[src/rtl/non_max_suppress.sv]
// Non-maximum suppression over a sliding 3x3 gradient-magnitude window.
// Columns stream in one per clock; the centre pixel survives only if it is a local maximum along its gradient angle.
module non_max_suppress #(
    parameter int BIT_LENGTH     = 5,
    parameter int BIT_LENGTH_ANG = 2
) (
    input  logic                      clk,
    input  logic                      reset,
    input  logic                      enable,
    input  logic [BIT_LENGTH-1:0]     mag_in0,
    input  logic [BIT_LENGTH-1:0]     mag_in1,
    input  logic [BIT_LENGTH-1:0]     mag_in2,
    input  logic [BIT_LENGTH_ANG-1:0] ang_in1,
    output logic [BIT_LENGTH-1:0]     pixel_out,
    output logic                      readable
);

    typedef enum logic [1:0] {
        LOAD    = 2'b00,
        OPERATE = 2'b01,
        OVER    = 2'b10
    } state_t;

    state_t state;

    logic [BIT_LENGTH-1:0]     col0 [3];
    logic [BIT_LENGTH-1:0]     col1 [3];
    logic [BIT_LENGTH-1:0]     col2 [3];
    logic [BIT_LENGTH_ANG-1:0] ang1;
    logic [BIT_LENGTH_ANG-1:0] ang2;
    logic [1:0]                fill_cnt;

    logic [BIT_LENGTH-1:0] centre;
    logic [BIT_LENGTH-1:0] nb_a;
    logic [BIT_LENGTH-1:0] nb_b;
    logic [BIT_LENGTH-1:0] result;
    logic                  fire;

    // The window shifts on every edge regardless of enable; only the
    // FSM/fill counter decide whether the centre is a real image pixel.
    always_ff @(posedge clk or posedge reset) begin
        if (reset) begin
            for (int r = 0; r < 3; r++) begin
                col0[r] <= '0;
                col1[r] <= '0;
                col2[r] <= '0;
            end
            ang1 <= '0;
            ang2 <= '0;
        end else begin
            for (int r = 0; r < 3; r++) begin
                col0[r] <= col1[r];
                col1[r] <= col2[r];
            end
            col2[0] <= mag_in0;
            col2[1] <= mag_in1;
            col2[2] <= mag_in2;
            ang1    <= ang2;
            ang2    <= ang_in1;
        end
    end

    always_ff @(posedge clk or posedge reset) begin
        if (reset) begin
            fill_cnt <= 2'd0;
        end else if (enable && fill_cnt != 2'd3) begin
            fill_cnt <= fill_cnt + 2'd1;
        end
    end

    always_ff @(posedge clk or posedge reset) begin
        if (reset) begin
            state <= LOAD;
        end else begin
            case (state)
                LOAD:    state <= enable ? OPERATE : LOAD;
                OPERATE: state <= enable ? OPERATE : OVER;
                OVER:    state <= OVER;
                default: state <= OVER;
            endcase
        end
    end

    always_comb begin
        centre = col1[1];
        nb_a   = col0[1];
        nb_b   = col2[1];
        case (ang1)
            BIT_LENGTH_ANG'(0): begin nb_a = col0[1]; nb_b = col2[1]; end
            BIT_LENGTH_ANG'(1): begin nb_a = col0[2]; nb_b = col2[0]; end
            BIT_LENGTH_ANG'(2): begin nb_a = col1[0]; nb_b = col1[2]; end
            BIT_LENGTH_ANG'(3): begin nb_a = col0[0]; nb_b = col2[2]; end
            default:            begin nb_a = col0[1]; nb_b = col2[1]; end
        endcase
        result = (centre >= nb_a && centre >= nb_b) ? centre : '0;
    end

    assign fire = (state == OPERATE) && (fill_cnt == 2'd3);

    always_ff @(posedge clk or posedge reset) begin
        if (reset) begin
            pixel_out <= '0;
            readable  <= 1'b0;
        end else begin
            pixel_out <= fire ? result : '0;
            readable  <= fire;
        end
    end

endmodule

[config.mk]
export PLATFORM = sky130hd
export DESIGN_NAME = non_max_suppress
export DESIGN_NICKNAME = d
export VERILOG_FILES = /design/src/rtl/non_max_suppress.sv
export SDC_FILE = /design/constraint.sdc
export NUM_CORES = 1
export LEC_CHECK = 0
export ABC_AREA = 1
export CAP_MARGIN = 30
export CORE_MARGIN = 5
export CORE_UTILIZATION = 51
export CTS_CLUSTER_DIAMETER = 50
export DETAILED_ROUTE_END_ITERATION = 12
export PLACE_DENSITY = 0.78
export SYNTH_ARGS = -nofsm -noshare
export SYNTH_HDL_FRONTEND = slang
export SYNTH_SLANG_ARGS = --single-unit
[constraint.sdc]
create_clock -name clk -period 4.2 [get_ports clk]
set_input_delay 0.63 -clock clk [delete_from_list [all_inputs] [get_ports clk]]
set_output_delay 0.63 -clock clk [all_outputs]
set_load 0.05 [all_outputs]
==> summary.txt, run 1 <==
Outcome
  • Outcome: completed

GRT
  • Number of global-route vias before repair: 1,344
  • Largest net degree at the start of global routing: 47
  • Overall Global Routing Usage: 0.1471
  • Gr ovfl total: 0
  • Global-route wire length before repair: 5.699 mm
  • Antenna violations before repair: 0

Floorplanning
  • Die W: 73.91 µm
  • Initial Util: 0.5246
  • Ports: 26
  • Die ar.: 5463 µm²
  • Core ar.: 3971 µm²
  • DIE HEIGHT: 73.91 µm
  • Std cell rows: 23

Drt
  • Post-route ant nets: 0
  • First DRT Iteration DRCs: 32
  • Drt total wl: 3.258 mm
  • Avg WL per Cell: 12.16 µm
  • Drt pass-1 iters: 2
  • DR vias/cell: 4.787
  • DR vias: 1,283
  • # DRC: 0

Final layout
  • Area occupied by multi-input gates: 543.0 µm²
  • Area delta synth->final: 23.96%
  • Sequential Area: 1476 µm²
  • Layout cells sized above 1: 0.1193
  • Layout fillers: 335
  • Nets@finish: 244
  • # diodes: 0

Setup path
  • Critical Path Stages: 1
  • Crit end category: primary output
  • Critical path class: flop to primary output
  • Startpoint Class: flop
  • Bufs and invs on worst path: 1
  • Worst path cell trace: clkdlybuf4s50_1
  • Flop-to-flop setup slack: 2.34 ns
  • Critical path fanouts, max: 1
  • CP arrival: 1.45 ns
  • Top delay family on crit path: buffers and inverters
  • Reg-to-Reg End: pixel_out[2]
  • Slowest CP cell: clkdlybuf4s50_1
  • Worst Path Required: 3.57 ns
  • Worst r2r src: ang1[1]
  • Reg2Reg Depth: 12
  • Slowest cell delay on critical path: 0.79 ns

Place
  • # port buffers: 25
  • Routability Congestion: 0.7883
  • Post-DP HPWL: 2.359 mm
  • Pre-CTS WS: 2.342 ns

Power
  • Switching part of the total: 0.2443
  • Int Pwr: 0.9025 mW
  • Switch Pwr: 0.2918 mW
  • Gate power share: 0.099
  • Flop pwr share: 0.523
  • VDD IR max: 0.0002755 V
  • Power Density: 462.5 nW/µm²
  • P_leak: 1.227 nW
  • Clk pwr share: 0.378

Clocking
  • Post-CTS setup buffers: 0
  • CTS tree: yes
  • H-tree levels: 3
  • Number of buffers created by CTS: 9
  • # resized after CTS: 0
  • Clk pin slew, worst setup/hold paths: 0.06 ns
  • # clock sinks: 59
  • Clk buf depth: 2
  • Hold-fix buffers, CTS: 0
  • Worst skew pair latency: 0.33 ns
  • Root buffer cell: clkbuf_8

Yosys
  • Yosys warns: 0
  • Synthesized net count: 207
  • Syn Inst Count: 176
  • Synth Cell Area: 2083 µm²
  • Seq/Total Area, Yosys: 0.7087
  • Syn Area/Cell: 11.84 µm²
  • Seq cells post-synth: 59
  • Netlist cell types: 15

STA
  • Sum Neg Setup Slack: 0 ns
  • Final period util: 0.4943
  • Max Transition Viols Final: 0
  • Final hold violation count: 0
  • Final setup fails: 0
  • Tmin final: 2.076 ns
  • Slew @ Worst Pin: 0.5484 ns
  • Slew headroom: 0.6344
  • Clk_skew: 0.003189 ns
  • RSZ-0062 raised after global routing: false
  • Final setup margin: 2.124 ns
  • Max Fclk: 481.7 MHz

Worst hold path
  • Worst hold endpoint: ang1[0]
  • Hold depth: 0
  • Hold Crit Class: flop to flop
  • Worst Hold Launch: ang2[0]

Job
  • MaxCap Viol Count: 0
-- synthesized netlist by cell type, drive strengths merged --
cell,number,area share
nor2,8,0.018
dfrtp,59,0.71
a21oi,7,0.017
o21bai,1,0.0036
inv,17,0.031
xnor2,1,0.0042
nor3,1,0.0048
ha,11,0.066
nand2,46,0.084
mux2,1,0.0054
nand3,10,0.024
o21ai,14,0.034
-- final cells by class --
type | instances | area share
Multi-Input combinational cell | 100 | 0.2103
Timing Repair Buffer | 26 | 0.09981
Clock buffer | 11 | 0.05862
Sequential cell | 59 | 0.5717
Inverter | 17 | 0.02471
Clock inverter | 5 | 0.01066
Tap cell | 50 | 0.02422
-- how the worst max path moves through the flow --
stage                 startpoint            to  slack, ns
floorplan                  reset       ang1[0]       2.11
global placement         ang1[0]  pixel_out[4]       2.39
detailed placement       ang1[1]  pixel_out[2]       2.34
CTS                 pixel_out[2]  pixel_out[2]       2.09
global route             ang1[1]  pixel_out[2]       2.06
finish              pixel_out[2]  pixel_out[2]       2.12
-- power by group through the flow --
| stage | registers [mW] | clock network, mW | logic [mW] |
|---|---|---|---|
| after CTS | 0.625 | 0.465 | 0.122 |
| after global placement | 0.633 | 0 | 0.116 |
| after global routing | 0.630 | 0.489 | 0.139 |
| after detailed placement | 0.636 | 0 | 0.121 |
| final | 0.624 | 0.452 | 0.118 |
| after floorplan | 0.630 | 0 | 0.0818 |
-- metrics by stage --
step | total power, mW | hold slack [ns] | utilization | std cells | instance area [µm²]
finish | 1.194 | 0.3487 | 0.6503 | 268 | 2582
global route | 1.258 | 0.3509 | 0.6503 | 268 | 2582
CTS | 1.212 | 0.3488 | 0.6503 | 268 | 2582
detailed placement | 0.7561 | 0.3347 | 0.6052 | 252 | 2404
global placement | 0.7485 | 0.3320 | 0.6052 | 252 | 2404
floorplan | 0.7115 | 0.3312 | - | 176 | 2083
-- routing by layer --
| metal | GRT usage | part of all wire | up-vias |
|---|---|---|---|
| met5 | 0 | 0 | - |
| met1 | 0.1606 | 0.42 | 599 |
| met3 | 0.04104 | 0.058 | 10 |
| li1 | - | - | 641 |
| met2 | 0.2431 | 0.49 | 33 |
| met4 | 0.1087 | 0.033 | 0 |
-- state kept, by name, indices dropped and copies added (netlist names), 5 cells and up --
| register | flops |
|---|---|
| col0 | 15 |
| centre | 5 |
| pixel_out | 5 |
| col2 | 15 |
| col1 | 10 |
-- layout by cell type (no fill, tap or decap), drive strengths merged, types with 4 or more instances in the layout --
cell | synthesis | final
dfrtp | 59 | 59
nand2 | 46 | 46
clkdlybuf4s50 | 0 | 25
inv | 17 | 17
o21ai | 14 | 14
ha | 11 | 11
clkbuf | 0 | 11
nand3 | 10 | 10
nor2 | 8 | 8
a21oi | 7 | 7
clkinv | 0 | 4
-- kinds of logic after synthesis --
family	after synthesis	synth area share
and+or+nand+nor	65	0.1309
DFF	59	0.7087
AOI/OAI and AO/OA	22	0.05406
buffers and inverters	17	0.03063
adders and majority gates	11	0.06607
xor gates and xnor gates	1	0.004205
muxes	1	0.005405
No activity file was read; power rests on OpenSTA's default activity.
==> run 2: changes to the inputs <==
- CORE_UTILIZATION: 51 -> 48
- PLACE_DENSITY: 0.78 -> 0.77
- clock period: 4.2 -> 1.88 ns (I/O delays scaled with it)
==> summary.txt, run 2 (synthesized netlist as in run 1, its figures left out) <==
Final layout
  • Nets@finish: 252 (+3.3%)
  • Most common cell after layout, fill and taps aside: dfrtp_1
  • Layout fillers: 340 (+1.5%)
  • Area occupied by multi-input gates: 594.3 µm² (+9.4%)
  • Commonest cells after routing, fill and taps aside: 58 x dfrtp_1, 42 x nand2_1, 25 x clkdlybuf4s50_1
  • Regs by FF count: col0: 15 flops, col2: 15 flops, col1: 10 flops
  • Final Cell Area: 2790 µm² (+8.0%)
  • Area delta synth->final: 33.93%
  • Finished Core Util: 0.6498 (about the same)
  • # diodes: 0 (unchanged)
  • Layout cells sized above 1: 0.2080 (+0.08870)
  • Sequential Area: 1478 µm² (about the same)

Setup path
  • Critical path class: flop to flop
  • Worst r2r src: ang1[1]
  • Slowest CP cell: dfrtp_1
  • CP most frequent cell: nand2_1
  • Critical path fanouts, max: 6 (+5)
  • Startpoint Class: flop
  • Crit end category: flop
  • Worst Path Required: 2.10 ns (-1.47 ns)
  • CP startpoint: ang1[1]
  • Slowest cell delay on critical path: 0.42 ns (-0.37 ns)
  • CP arrival: 2.06 ns (+0.61 ns)
  • Worst path cell trace: inv_4 -> nor2_4 -> buf_6 -> nand2_1 -> nand3_2 -> o21ai_1 -> ha_1 -> nand2_1 -> inv_1 -> nand2_1 -> nand2_1 -> nand2_1 -> nand2_1 -> nand2_2 -> nor2_1

GRT
  • Global-route wire length before repair: 6.044 mm (+6.1%)
  • Largest net degree at the start of global routing: 24 (-49%)
  • Gr ovfl total: 0 (unchanged)
  • Number of global-route vias before repair: 1,358 (+1.0%)
  • Antenna violations before repair: 0 (unchanged)
  • Overall Global Routing Usage: 0.1524 (+0.005310)

Floorplanning
  • Die ar.: 5758 µm² (+5.4%)
  • DIE HEIGHT: 75.88 µm (+2.7%)
  • Core ar.: 4294 µm² (+8.1%)
  • Std cell rows: 24 (+4.3%)
  • Initial Util: 0.4851 (-0.03943)
  • Die W: 75.88 µm (+2.7%)
  • Ports: 26 (unchanged)

Clocking
  • Clk buf depth: 2 (unchanged)
  • H-tree levels: 3 (unchanged)
  • Worst skew pair latency: 0.33 ns (about the same)
  • # clock sinks: 59 (unchanged)
  • Number of buffers created by CTS: 9 (unchanged)
  • Hold-fix buffers, CTS: 0 (unchanged)
  • Root buffer cell: clkbuf_8
  • CTS tree: yes
  • Clk pin slew, worst setup/hold paths: 0.06 ns (about the same)

STA
  • Slew headroom: 0.6721 (+0.03775)
  • Tmin final: 1.843 ns
  • RSZ-0062 raised after global routing: true
  • Final setup fails: 0 (unchanged)
  • Max Transition Viols Final: 0 (unchanged)
  • Final period util: 0.9804
  • Final hold violation count: 0 (unchanged)
  • Slew @ Worst Pin: 0.4903 ns (-0.05817 ns)
  • Sum Neg Setup Slack: 0 ns (unchanged)
  • Max Fclk: 542.5 MHz
  • Clk_skew: 0.006746 ns (+0.003557 ns)
  • Hold WS: 0.2667 ns (-0.08199 ns)

Drt
  • Avg WL per Cell: 13.05 µm (+7.4%)
  • Drt total wl: 3.628 mm (+11%)
  • DR vias: 1,319 (+2.8%)
  • # DRC: 0 (unchanged)
  • First DRT Iteration DRCs: 38 (+19%)
  • DR vias/cell: 4.745 (-0.89%)
  • Post-route ant nets: 0 (unchanged)
  • Drt pass-1 iters: 4 (+2)

Place
  • Placed instance area: 2439 µm² (+1.5%)
  • Routability Congestion: 0.7935 (+0.66%)
  • # port buffers: 25 (unchanged)
  • Post-DP HPWL: 2.547 mm (+8.0%)

Power
  • VDD IR max: 0.0008288 V (+200%)
  • Total power: 2.976 mW (+150%)
  • Power Density: 1067 nW/µm² (+130%)
  • P_leak: 1.317 nW (+7.4%)

Job
  • MaxCap Viol Count: 0 (unchanged)

Worst hold path
  • Hold Crit Class: primary input to asynchronous set/reset pin

Outcome
  • Outcome: completed
run 2: cell count changes in the layout (fill, tap and decap cells not counted), moves of 3 or more:
cell / change
a21oi_1: -4
a21oi_2: +4
buf_4: +3
buf_6: +3
clkinv_2: -3
inv_2: -3
inv_4: +3
nand2_1: -3
nand3_1: -3
nand3_2: +3
run 2: repair_timing:
item	in CTS	in global routing
gates resized for setup	3	20
endpoints found under the setup margin	5	5
pin swaps	1	7
buffers inserted	5	2
endpoints found under the hold margin	0	0
run 2: critical path: cells and delay by family (launching register included):
family / cells / cell delay [ns]
buf+inv: 3 / 0.23
simple gates: 10 / 0.75
compound gates: 1 / 0.07
flops: 1 / 0.42
fa+ha+maj: 1 / 0.27
run 2: worst paths after layout:
kind	endpoint	slack (ns)	cells after the start
max	pixel_out[4]	0.04	15
min	col2[6]	0.27	2
max reg2reg	pixel_out[4]	0.04	15
min reg2reg	ang1[1]	0.35	0
max in group asynchronous	ang1[0]	1.14	3
min in group clk	ang1[1]	0.35	0
run 2: layout make-up:
class                      count  area share
sequential                    59      0.5296
timing repair buffer          34      0.1269
clock buffer                  12     0.05561
inverter                      17     0.02556
multi-input combinational    100      0.2130
tap                           52     0.02332
clock inverter                 4     0.02601
run 2: power breakdown:
part | internal [mW] | switching (mW)
registers | 1.35 | 0.0474
logic | 0.152 | 0.157
clock network | 0.816 | 0.452
total | 2.32 | 0.657
run 2: stage by stage:
| stage | setup WS [ns] | std cells |
|---|---|---|
| 2_1_floorplan | 0.1417 | 176 |
| 3_5_place_dp | -0.02163 | 255 |
| 6_report | 0.03681 | 278 |
| 5_1_grt | -0.09650 | 278 |
| 4_1_cts | 0.005909 | 276 |
| 3_3_place_gp | 0.04457 | 255 |
run 2: metal layers:
layer  vias to the layer above  track usage  routed length (µm)
li1                        655            -                   -
met1                       624       0.1722                1489
met2                        32       0.2452                1821
met3                         8      0.05145                 211
met4                         0      0.09903                 106
met5                         -            0                   0
